## src/rtl/fetch_unit_pkg.sv

```systemverilog
// Shared definitions for the instruction-fetch front end: bus widths, ROM enable
// levels and the {pc, inst} layout of a fetch-queue entry.
package fetch_unit_pkg;

  localparam int          INST_ADDR_W  = 32;
  localparam int          INST_W       = 32;
  localparam logic [31:0] ZERO_WORD    = 32'h0000_0000;
  localparam logic        CHIP_ENABLE  = 1'b1;
  localparam logic        CHIP_DISABLE = 1'b0;
  localparam int          FETCH_QDEPTH = 2;

  typedef struct packed {
    logic [INST_ADDR_W-1:0] pc;
    logic [INST_W-1:0]      inst;
  } fq_entry_t;

  // Instructions are word aligned; the low two address bits are dropped.
  function automatic logic [31:0] word_align(input logic [31:0] addr);
    return addr & 32'hFFFF_FFFC;
  endfunction

endpackage

```

## src/rtl/fetch_queue.sv

```systemverilog
// Two-entry {pc, inst} FIFO between the ROM capture stage and decode.
// Flush wins over push/pop; a push is accepted when full only if a pop frees a slot.
module fetch_queue
  import fetch_unit_pkg::*;
#(
  parameter int DEPTH = FETCH_QDEPTH
) (
  input  logic      clk,
  input  logic      rst,
  input  logic      push,
  input  logic      pop,
  input  logic      flush,
  input  fq_entry_t din,
  output fq_entry_t dout,
  output logic      empty,
  output logic      full
);

  fq_entry_t  r_mem [DEPTH];
  logic       r_head;
  logic       r_tail;
  logic [1:0] r_count;

  logic w_pop;
  logic w_push;

  assign empty  = (r_count == 2'd0);
  assign full   = (r_count == 2'd2);
  assign w_pop  = pop & ~empty;
  assign w_push = push & (~full | w_pop);
  assign dout   = r_mem[r_head];

  always_ff @(posedge clk or negedge rst) begin
    if (!rst) begin
      r_head  <= 1'b0;
      r_tail  <= 1'b0;
      r_count <= 2'd0;
    end else if (flush) begin
      r_head  <= 1'b0;
      r_tail  <= 1'b0;
      r_count <= 2'd0;
    end else begin
      if (w_push) r_tail <= ~r_tail;
      if (w_pop)  r_head <= ~r_head;
      r_count <= r_count + {1'b0, w_push} - {1'b0, w_pop};
    end
  end

  // Storage carries no reset; the head is only observed while count is non-zero.
  always_ff @(posedge clk) begin
    if (w_push & ~flush) r_mem[r_tail] <= din;
  end

endmodule

```

## src/rtl/fetch_unit.sv

```systemverilog
// Instruction-fetch front end: owns the PC, drives the ROM from registers, and
// queues {pc, inst} pairs for decode with branch-redirect flush.
module fetch_unit
  import fetch_unit_pkg::*;
#(
  parameter logic [31:0] RESET_PC = 32'h0000_0000,
  parameter int          QDEPTH   = FETCH_QDEPTH
) (
  input  logic        clk,
  input  logic        rst,
  output logic        rom_ce_o,
  output logic [31:0] rom_addr_o,
  input  logic [31:0] rom_inst_i,
  input  logic        redirect_i,
  input  logic [31:0] redirect_pc_i,
  output logic        valid_o,
  input  logic        ready_i,
  output logic [31:0] inst_o,
  output logic [31:0] pc_o
);

  logic        r_ce;
  logic [31:0] r_pc;

  logic      w_pop;
  logic      w_space;
  logic      w_push;
  logic      w_empty;
  logic      w_full;
  fq_entry_t w_din;
  fq_entry_t w_head;

  assign w_pop   = valid_o & ready_i;
  assign w_space = ~w_full | w_pop;
  assign w_push  = r_ce & w_space & ~redirect_i;
  assign w_din   = {r_pc, rom_inst_i};

  // ce comes up one edge after reset release, so the first fetch of RESET_PC
  // happens in the cycle after that; a redirect may still retarget pc meanwhile.
  always_ff @(posedge clk or negedge rst) begin
    if (!rst) begin
      r_ce <= CHIP_DISABLE;
      r_pc <= RESET_PC;
    end else begin
      r_ce <= CHIP_ENABLE;
      if (redirect_i)  r_pc <= word_align(redirect_pc_i);
      else if (w_push) r_pc <= r_pc + 32'd4;
    end
  end

  fetch_queue #(
    .DEPTH (QDEPTH)
  ) u_queue (
    .clk   (clk),
    .rst   (rst),
    .push  (w_push),
    .pop   (w_pop & ~redirect_i),
    .flush (redirect_i),
    .din   (w_din),
    .dout  (w_head),
    .empty (w_empty),
    .full  (w_full)
  );

  assign rom_ce_o   = r_ce;
  assign rom_addr_o = r_pc;
  assign valid_o    = ~w_empty;
  assign pc_o       = valid_o ? w_head.pc   : ZERO_WORD;
  assign inst_o     = valid_o ? w_head.inst : ZERO_WORD;

endmodule

```

## config.mk

```make
export PLATFORM = sky130hd
export DESIGN_NAME = fetch_unit
export DESIGN_NICKNAME = d
export VERILOG_FILES = /design/src/rtl/fetch_unit_pkg.sv /design/src/rtl/fetch_queue.sv /design/src/rtl/fetch_unit.sv
export SDC_FILE = /design/constraint.sdc
export NUM_CORES = 1
export LEC_CHECK = 0
export BUFFER_PORTS_ARGS = -buffer_cell sky130_fd_sc_hd__buf_2
export CAP_MARGIN = 25
export CORE_AREA = 2 2 154 156
export DETAILED_ROUTE_END_ITERATION = 8
export DIE_AREA = 0 0 156 158
export PLACE_DENSITY = 0.5
export SLEW_MARGIN = 20
export SYNTH_ARGS = -nofsm -noshare
export SYNTH_HDL_FRONTEND = slang
export SYNTH_SLANG_ARGS = --single-unit
```

## constraint.sdc

```tcl
create_clock -name clk -period 6.7 [get_ports clk]
set_clock_uncertainty 0.1 [all_clocks]
set_input_delay 1.34 -clock clk [delete_from_list [all_inputs] [get_ports clk]]
set_output_delay 1.34 -clock clk [all_outputs]
set_load 0.05 [all_outputs]
```

==> impl_metrics.ini, run 1 <==
[placement]
portBuffers = 159
gp_congestion = 0.744
post-dp-hpwl_um = 10900

[synthesis]
synth-seq-cells = 159
yosys-top-cells-area = edfxtp_1 55%, dfrtp_1 13%, mux2i_1 9.3%, nor2_1 3.8%, xnor2_1 2.4%
syn_inst = 494
synth_edf_count = 124
synth.distinct_cells = 42
yosys_warnings = 0
avgSynthCellArea_um2 = 13.8
synth_commonest_cells = 124 x edfxtp_1, 69 x nor2_1, 63 x mux2i_1, 35 x dfrtp_1, 35 x nand2_1
yosysTopAreaCellShare = 0.548
synth-main-ff-cell = edfxtp_1
syn_area_um2 = 6800
seq_area_frac_synth = 0.676
yosysMostFrequentCell = edfxtp_1
synthArstFlopShare = 0.220
synth_top_cell_by_area = edfxtp_1

[finish]
drive_gt1_frac = 0.335
post-route-util = 0.366
nNetsFinal = 719
num_antenna_cells = 0
syn_to_final_growth_pct = 24.0

[sta]
period_share = 0.588
fin_crit_ps = 3940
slew_headroom = 0.352
final_hold_viol_count = 0
fmax_ghz = 0.254
rsz0062_at_grt = no
setup_viol = 0
final_max_slew_viol_count = 0
worstMarginPinSlew_ps = 972
setup_tns_ps = 0

[route]
first_pass_iters = 4
routedWlPerCell_um = 17.4
avgViaCountPerCell = 4.64
drt_iter0_drc = 153
drt-total-wl_um = 16600
vias = 4414
drc = 0
ant_nets = 0

[global_routing]
grt_use_total = 0.137
grt_pass1_wl_um = 25600
grt_pass1_vias = 4694
antenna_found_initial = 0
grt_start_max_net_pins = 66
gr-total-overflow = 0

[cts]
ctsLongestPathBuffers = 2
insertion_delay_ps = 420
post_cts_resized = 0
clk_pin_slew_ps = 70
cts_setup_buffers = 0
cts.sinks = 159
cts-buffers-inserted = 17
cts_tree = built
root_buffer = clkbuf_16
cts_hold_buffers = 0
cts.htree.levels = 4

[floorplanning]
fp.dieW_um = 156
core_um2 = 23100
start_util = 0.295
dieArea_um2 = 24600
rows = 56
die_h_um = 158
pin_count = 166

[critical_path]
endpoint_kind = output port
worstSetupPathType = flop to output port
critPathLaunchType = flop
cp.required_ps = 5260
critPathMaxFanout = 35
reg2reg_depth = 5
arrival_ps = 2500

[run]
maxCapViolations = 0

[status]
status = completed

[worst_hold_path]
min_path_type = flop to flop
min_path_cells = 0

[power]
p_leak_nw = 3.19
power_density_nw_per_um2 = 293
peakVddDrop_mv = 0.141
-- routing by layer --
metal / part of all wire / vias up / wire length (um) / track usage
li1: - / 2083 / - / -
met1: 0.44 / 2195 / 7380 / 0.172
met2: 0.50 / 119 / 8240 / 0.235
met4: 0.014 / 0 / 235 / 0.0419
met3: 0.045 / 17 / 755 / 0.0342
met5: 0 / - / 0 / 0
-- through the flow --
stage / std cells / total power [mW] / hold WS, ps / worst slack (ps) / area, um^2
floorplan: 497 / 1.45 / 424 / 18.1 / 6810
global placement: 920 / 1.56 / 450 / 3140 / 7870
detailed placement: 920 / 1.57 / 455 / 3140 / 7870
CTS: 952 / 2.51 / 475 / 2680 / 8430
global route: 952 / 2.58 / 492 / 2600 / 8440
finish: 952 / 2.47 / 465 / 2760 / 8440
-- critical path: stages, from the launching register on --
cell and delay (ps):
dfrtp_4 780, buf_4 610, mux2i_1 350, nor2_1 60, buf_2 220
-- power breakdown --
part	internal (mW)	switching [mW]	leakage [nW]
sequential	1.13	0.0553	1.57
clock	0.521	0.412	0.274
combinational	0.0941	0.266	1.35
total	1.74	0.733	3.19
-- placed cells by master (no fill, tap or decap), drive strengths merged, types with 2 or more instances in the layout --
cell    netlist  routed
buf          11     164
edfxtp      124     124
nor2         69      69
mux2i        63      63
nand2        37      37
dfrtp        35      35
o21ai        29      29
xnor2        19      19
clkbuf       20      19
nand4        14      14
xor2         13      13
inv           5      11
nand3        10      10
nor4          9       9
nor3          8       8
conb          2       5
and2          5       5
clkinv        0       5
mux2          3       3
and4          3       3
or4           2       2
nand2b        2       2
ha            2       2
and3          2       2
-- logic make-up (layout without fill, tap and decap cells) --
family	count (synthesis)	in the layout	synth area share
buffers and inverters	36	201	0.0263
AO/OA/AOI/OAI	30	30	0.0224
adder cells (fa/ha/maj)	2	2	0.00368
flip-flops	159	159	0.676
AND/OR/NAND/NOR	167	167	0.131
multiplexers	66	66	0.0977
other	2	5	0.00110
XOR/XNOR	32	32	0.0412
-- path summary, 6_finish.rpt --
| check | from | endpoint | slack [ps] |
|---|---|---|---|
| worst max-delay path | u_queue.r_head | pc_o[2] | 2760 |
| min in group asynchronous | rst | rom_addr_o[2] | 940 |
| max in group asynchronous | rst | u_queue.r_head | 4920 |
| worst max register to register | rom_addr_o[5] | rom_addr_o[20] | 4030 |
| worst min-delay path | rom_addr_o[27] | u_queue.r_mem[0][59] | 470 |
| worst min register to register | rom_addr_o[27] | u_queue.r_mem[0][59] | 470 |
-- layout make-up --
type                            instances  area, um^2
Clock buffer                           19         433
Clock inverter                         13         130
Fill cell                            2276       14600
Inverter                                5        18.8
Multi-Input combinational cell        302        2050
Sequential cell                       159        4600
Tap cell                              290         363
Timing Repair Buffer                  164         833
-- flip-flops by register name (all words and copies together), names as in the netlist --
name and cells:
u_queue.r_head 1, u_queue.r_mem 124, u_queue.r_count 2, u_queue.r_tail 1, rom_ce_o 1, rom_addr_o 30
No activity file was read; power rests on OpenSTA's default activity.
==> run 2: changes to the inputs <==
Settings changed: PLACE_DENSITY 0.5 to 0.52.
Clock period 6.7 ns to 3.28 ns, I/O delays scaled along.
==> impl_metrics.ini, run 2 (synthesized netlist as in run 1, its figures left out) <==
[sta]
rsz0062_at_grt = no
fmax_ghz = 0.347
final_max_slew_viol_count = 0
fin_crit_ps = 2880
setup_viol = 0
fin_ws_ps = 399
period_share = 0.878
slew_headroom = 0.367
worstMarginPinSlew_ps = 950
setup_tns_ps = 0
final_hold_viol_count = 0

[finish]
syn_to_final_growth_pct = 25.1
layout_commonest_cell = buf_2
largest_register_ffs = 124
nNetsFinal = 721
largest-register = u_queue.r_mem
num_antenna_cells = 0
final_cell_mix = 159 x buf_2, 124 x edfxtp_1, 68 x nor2_1
drive_gt1_frac = 0.340

[global_routing]
antenna_found_initial = 0
grt_start_max_net_pins = 64
grt_pass1_wl_um = 25400
grt_pass1_vias = 4582
grt_use_total = 0.137
gr-total-overflow = 0

[placement]
pre_cts_slack_ps = 516
post-dp-hpwl_um = 10900
portBuffers = 159
gp_congestion = 0.724

[critical_path]
reg2reg_depth = 5
critPathMaxFanout = 36
worstSetupPathType = flop to output port
r2r-start = rom_addr_o[5]
slowest_delay_ps = 780
arrival_ps = 2120
timing.rr.end = rom_addr_o[20]
crit_start = u_queue.r_head
endpoint_kind = output port
cp.required_ps = 2520
crit_chain = buf_12, mux2i_1, nor2_1, buf_2
critPathSlowestCell = dfrtp_4
ff2ff_setup_slack_ps = 690
critPathLaunchType = flop

[route]
vias = 4312
avgViaCountPerCell = 4.52
first_pass_iters = 4
routedWlPerCell_um = 17.1
ant_nets = 0
drt-total-wl_um = 16400
drt_iter0_drc = 229
drc = 0

[power]
p_leak_nw = 3.21
power_density_nw_per_um2 = 605
peakVddDrop_mv = 0.240

[cts]
cts_tree = built
root_buffer = clkbuf_16
clk_pin_slew_ps = 70
cts.sinks = 159
cts_setup_buffers = 0
cts_hold_buffers = 0
post_cts_resized = 0
ctsLongestPathBuffers = 2
insertion_delay_ps = 420
cts.htree.levels = 4
cts-buffers-inserted = 17

[floorplanning]
die_h_um = 158
start_util = 0.295
core_um2 = 23100
fp.dieW_um = 156
dieArea_um2 = 24600
rows = 56
pin_count = 166

[run]
maxCapViolations = 0

[status]
status = completed

[worst_hold_path]
min_path_type = primary input to asynchronous set/reset pin
==> run 2: cell types whose count changed in the layout (fill, tap and decap cells not counted), moves of 2 or more <==
cell | before | now
clkbuf_1 | 2 | 0
clkinvlp_4 | 1 | 5
buf_12 | 0 | 2
clkinv_4 | 3 | 1
inv_8 | 2 | 0
==> run 2: stage by stage <==
step / hold slack (ps) / util / instance area, um^2 / total power, mW / cells
after floorplan: 260 / - / 6820 / 2.97 / 497
after global placement: 441 / 0.343 / 7910 / 3.20 / 922
after detailed placement: 461 / 0.343 / 7910 / 3.21 / 922
after CTS: 262 / 0.369 / 8510 / 5.22 / 954
after global routing: 298 / 0.369 / 8510 / 5.36 / 954
final: 248 / 0.369 / 8510 / 5.15 / 954
==> run 2: metal layers <==
| metal | routed length (um) | track usage |
|---|---|---|
| met5 | 0 | 0 |
| met3 | 768 | 0.0320 |
| met4 | 278 | 0.0524 |
| met2 | 7860 | 0.229 |
| met1 | 7440 | 0.172 |
==> run 2: worst max path at each step <==
stage                      endpoint  slack, ps  depth (start not counted)
3_3_place_gp   u_queue.r_mem[1][31]        560                          5
5_1_grt                  inst_o[28]        240                          4
2_1_floorplan   u_queue.r_mem[0][0]        110                          3
4_1_cts                    pc_o[15]        340                          4
6_report                 inst_o[13]        400                          4
3_5_place_dp   u_queue.r_mem[1][63]        520                          5
==> run 2: final cells by class <==
class	instances	area, um^2
multi-input cells	302	2050
clock inverters	14	155
flip-flops and latches	159	4600
well taps	290	363
clock buffers	18	439
fillers	2261	14500
repair buffers	166	873
inverters	5	18.8
==> run 2: report_power, final <==
group | leakage (nW) | internal [mW] | switching, mW | total [mW]
registers | 1.57 | 2.30 | 0.107 | 2.41
logic | 1.37 | 0.199 | 0.546 | 0.744
clock network | 0.276 | 1.15 | 0.842 | 2.00
==> run 2: critical path, delay by kind of cell, from the launching register on <==
family | cells | cell delay [ps]
muxes | 1 | 240
DFF | 1 | 780
buffers and inverters | 2 | 580
and+or+nand+nor | 1 | 70
==> run 3: changes to the inputs <==
Settings changed: BUFFER_PORTS_ARGS -buffer_cell sky130_fd_sc_hd__buf_2 to -buffer_cell sky130_fd_sc_hd__buf_4.
==> impl_metrics.ini, run 3 (synthesized netlist as in run 1, its figures left out) <==
[sta]
rsz0062_at_grt = no
setup_tns_ps = 0
slew_headroom = 0.435
fin_crit_ps = 2800
final_hold_viol_count = 0
worstMarginPinSlew_ps = 835
fmax_ghz = 0.358
hold_ws_ps = 100
final_max_slew_viol_count = 0
setup_viol = 0
period_share = 0.852

[floorplanning]
fp.dieW_um = 156
rows = 56
core_um2 = 23100
pin_count = 166
start_util = 0.295
dieArea_um2 = 24600
die_h_um = 158

[cts]
root_buffer = clkbuf_16
ctsLongestPathBuffers = 2
cts_setup_buffers = 0
cts.sinks = 159
cts_tree = built
post_cts_resized = 0
insertion_delay_ps = 420
cts.htree.levels = 4
cts_hold_buffers = 0
clk_pin_slew_ps = 70
cts-buffers-inserted = 17

[placement]
post-dp-hpwl_um = 11200
gp_congestion = 0.759
portBuffers = 159

[power]
finalPower_mw = 5.09
power_density_nw_per_um2 = 572
peakVddDrop_mv = 0.283
p_leak_nw = 3.30

[critical_path]
worstSetupPathType = flop to output port
critPathMaxFanout = 23
arrival_ps = 2040
crit_path_end = pc_o[21]
r2r-start = rom_addr_o[10]
cp.required_ps = 2520
critPathLaunchType = flop
timing.rr.end = rom_addr_o[20]
crit_start = u_queue.r_count[0]
endpoint_kind = output port
reg2reg_depth = 5
ff2ff_setup_slack_ps = 720

[route]
ant_nets = 0
routedWlPerCell_um = 17.0
vias = 4342
first_pass_iters = 4
drt_iter0_drc = 199
drc = 0
avgViaCountPerCell = 4.54
drt-total-wl_um = 16300

[finish]
nNetsFinal = 724
fillers = 2198
largest-register = u_queue.r_mem
largest_register_ffs = 124
syn_to_final_growth_pct = 31.0
num_antenna_cells = 0
drive_gt1_frac = 0.339
layout_commonest_cell = buf_4
final_cell_mix = 165 x buf_4, 124 x edfxtp_1, 68 x nor2_1

[worst_hold_path]
min_path_type = primary input to asynchronous set/reset pin

[status]
status = completed

[global_routing]
antenna_found_initial = 0
grt_use_total = 0.134
grt_start_max_net_pins = 58
gr-total-overflow = 0
grt_pass1_wl_um = 25000
grt_pass1_vias = 4560

[run]
maxCapViolations = 0
## run 3: stage by stage
step,utilization,setup slack [ps],area [um^2],instances
floorplan,-,106,6820,497
global placement,0.363,660,8360,925
detailed placement,0.363,639,8360,925
CTS,0.386,454,8910,957
global route,0.386,313,8910,957
finish,0.386,484,8910,957
## run 3: worst min path at each step
stage              startpoint              endpoint  cells past startpoint
3_5_place_dp   rom_addr_o[29]  u_queue.r_mem[0][61]                      0
5_1_grt                   rst        rom_addr_o[27]                      1
6_report                  rst        rom_addr_o[27]                      1
3_3_place_gp    rom_addr_o[3]  u_queue.r_mem[0][35]                      0
4_1_cts                   rst        rom_addr_o[27]                      1
2_1_floorplan             rst        rom_addr_o[10]                      0
## run 3: area by class of cell
class | count | area (um^2) | share of cell area
inverter | 5 | 18.8 | 0.00211
timing repair buffer | 169 | 1320 | 0.148
clock buffer | 20 | 437 | 0.0490
tap | 290 | 363 | 0.0407
multi-input combinational | 302 | 2050 | 0.231
clock inverter | 12 | 111 | 0.0125
sequential | 159 | 4600 | 0.517
## run 3: metal layers
layer,global-route usage,share of wire,up-vias
met5,0,0,-
met1,0.166,0.44,2108
li1,-,-,2097
met4,0.0577,0.021,0
met3,0.0312,0.048,22
met2,0.226,0.49,115
## run 3: report_power, final
| group | switching [mW] | internal, mW | leakage, nW | total, mW |
|---|---|---|---|---|
| Sequential | 0.107 | 2.30 | 1.57 | 2.41 |
| Clock | 0.807 | 1.05 | 0.261 | 1.85 |
| Combinational | 0.553 | 0.276 | 1.47 | 0.828 |
| Total | 1.47 | 3.62 | 3.30 | 5.09 |
## run 3: worst max-delay path, stage by stage, from the launching register on
cell	delay (ps)
dfrtp_1	440
nor2_4	600
buf_4	320
nor2_1	70
buf_4	190
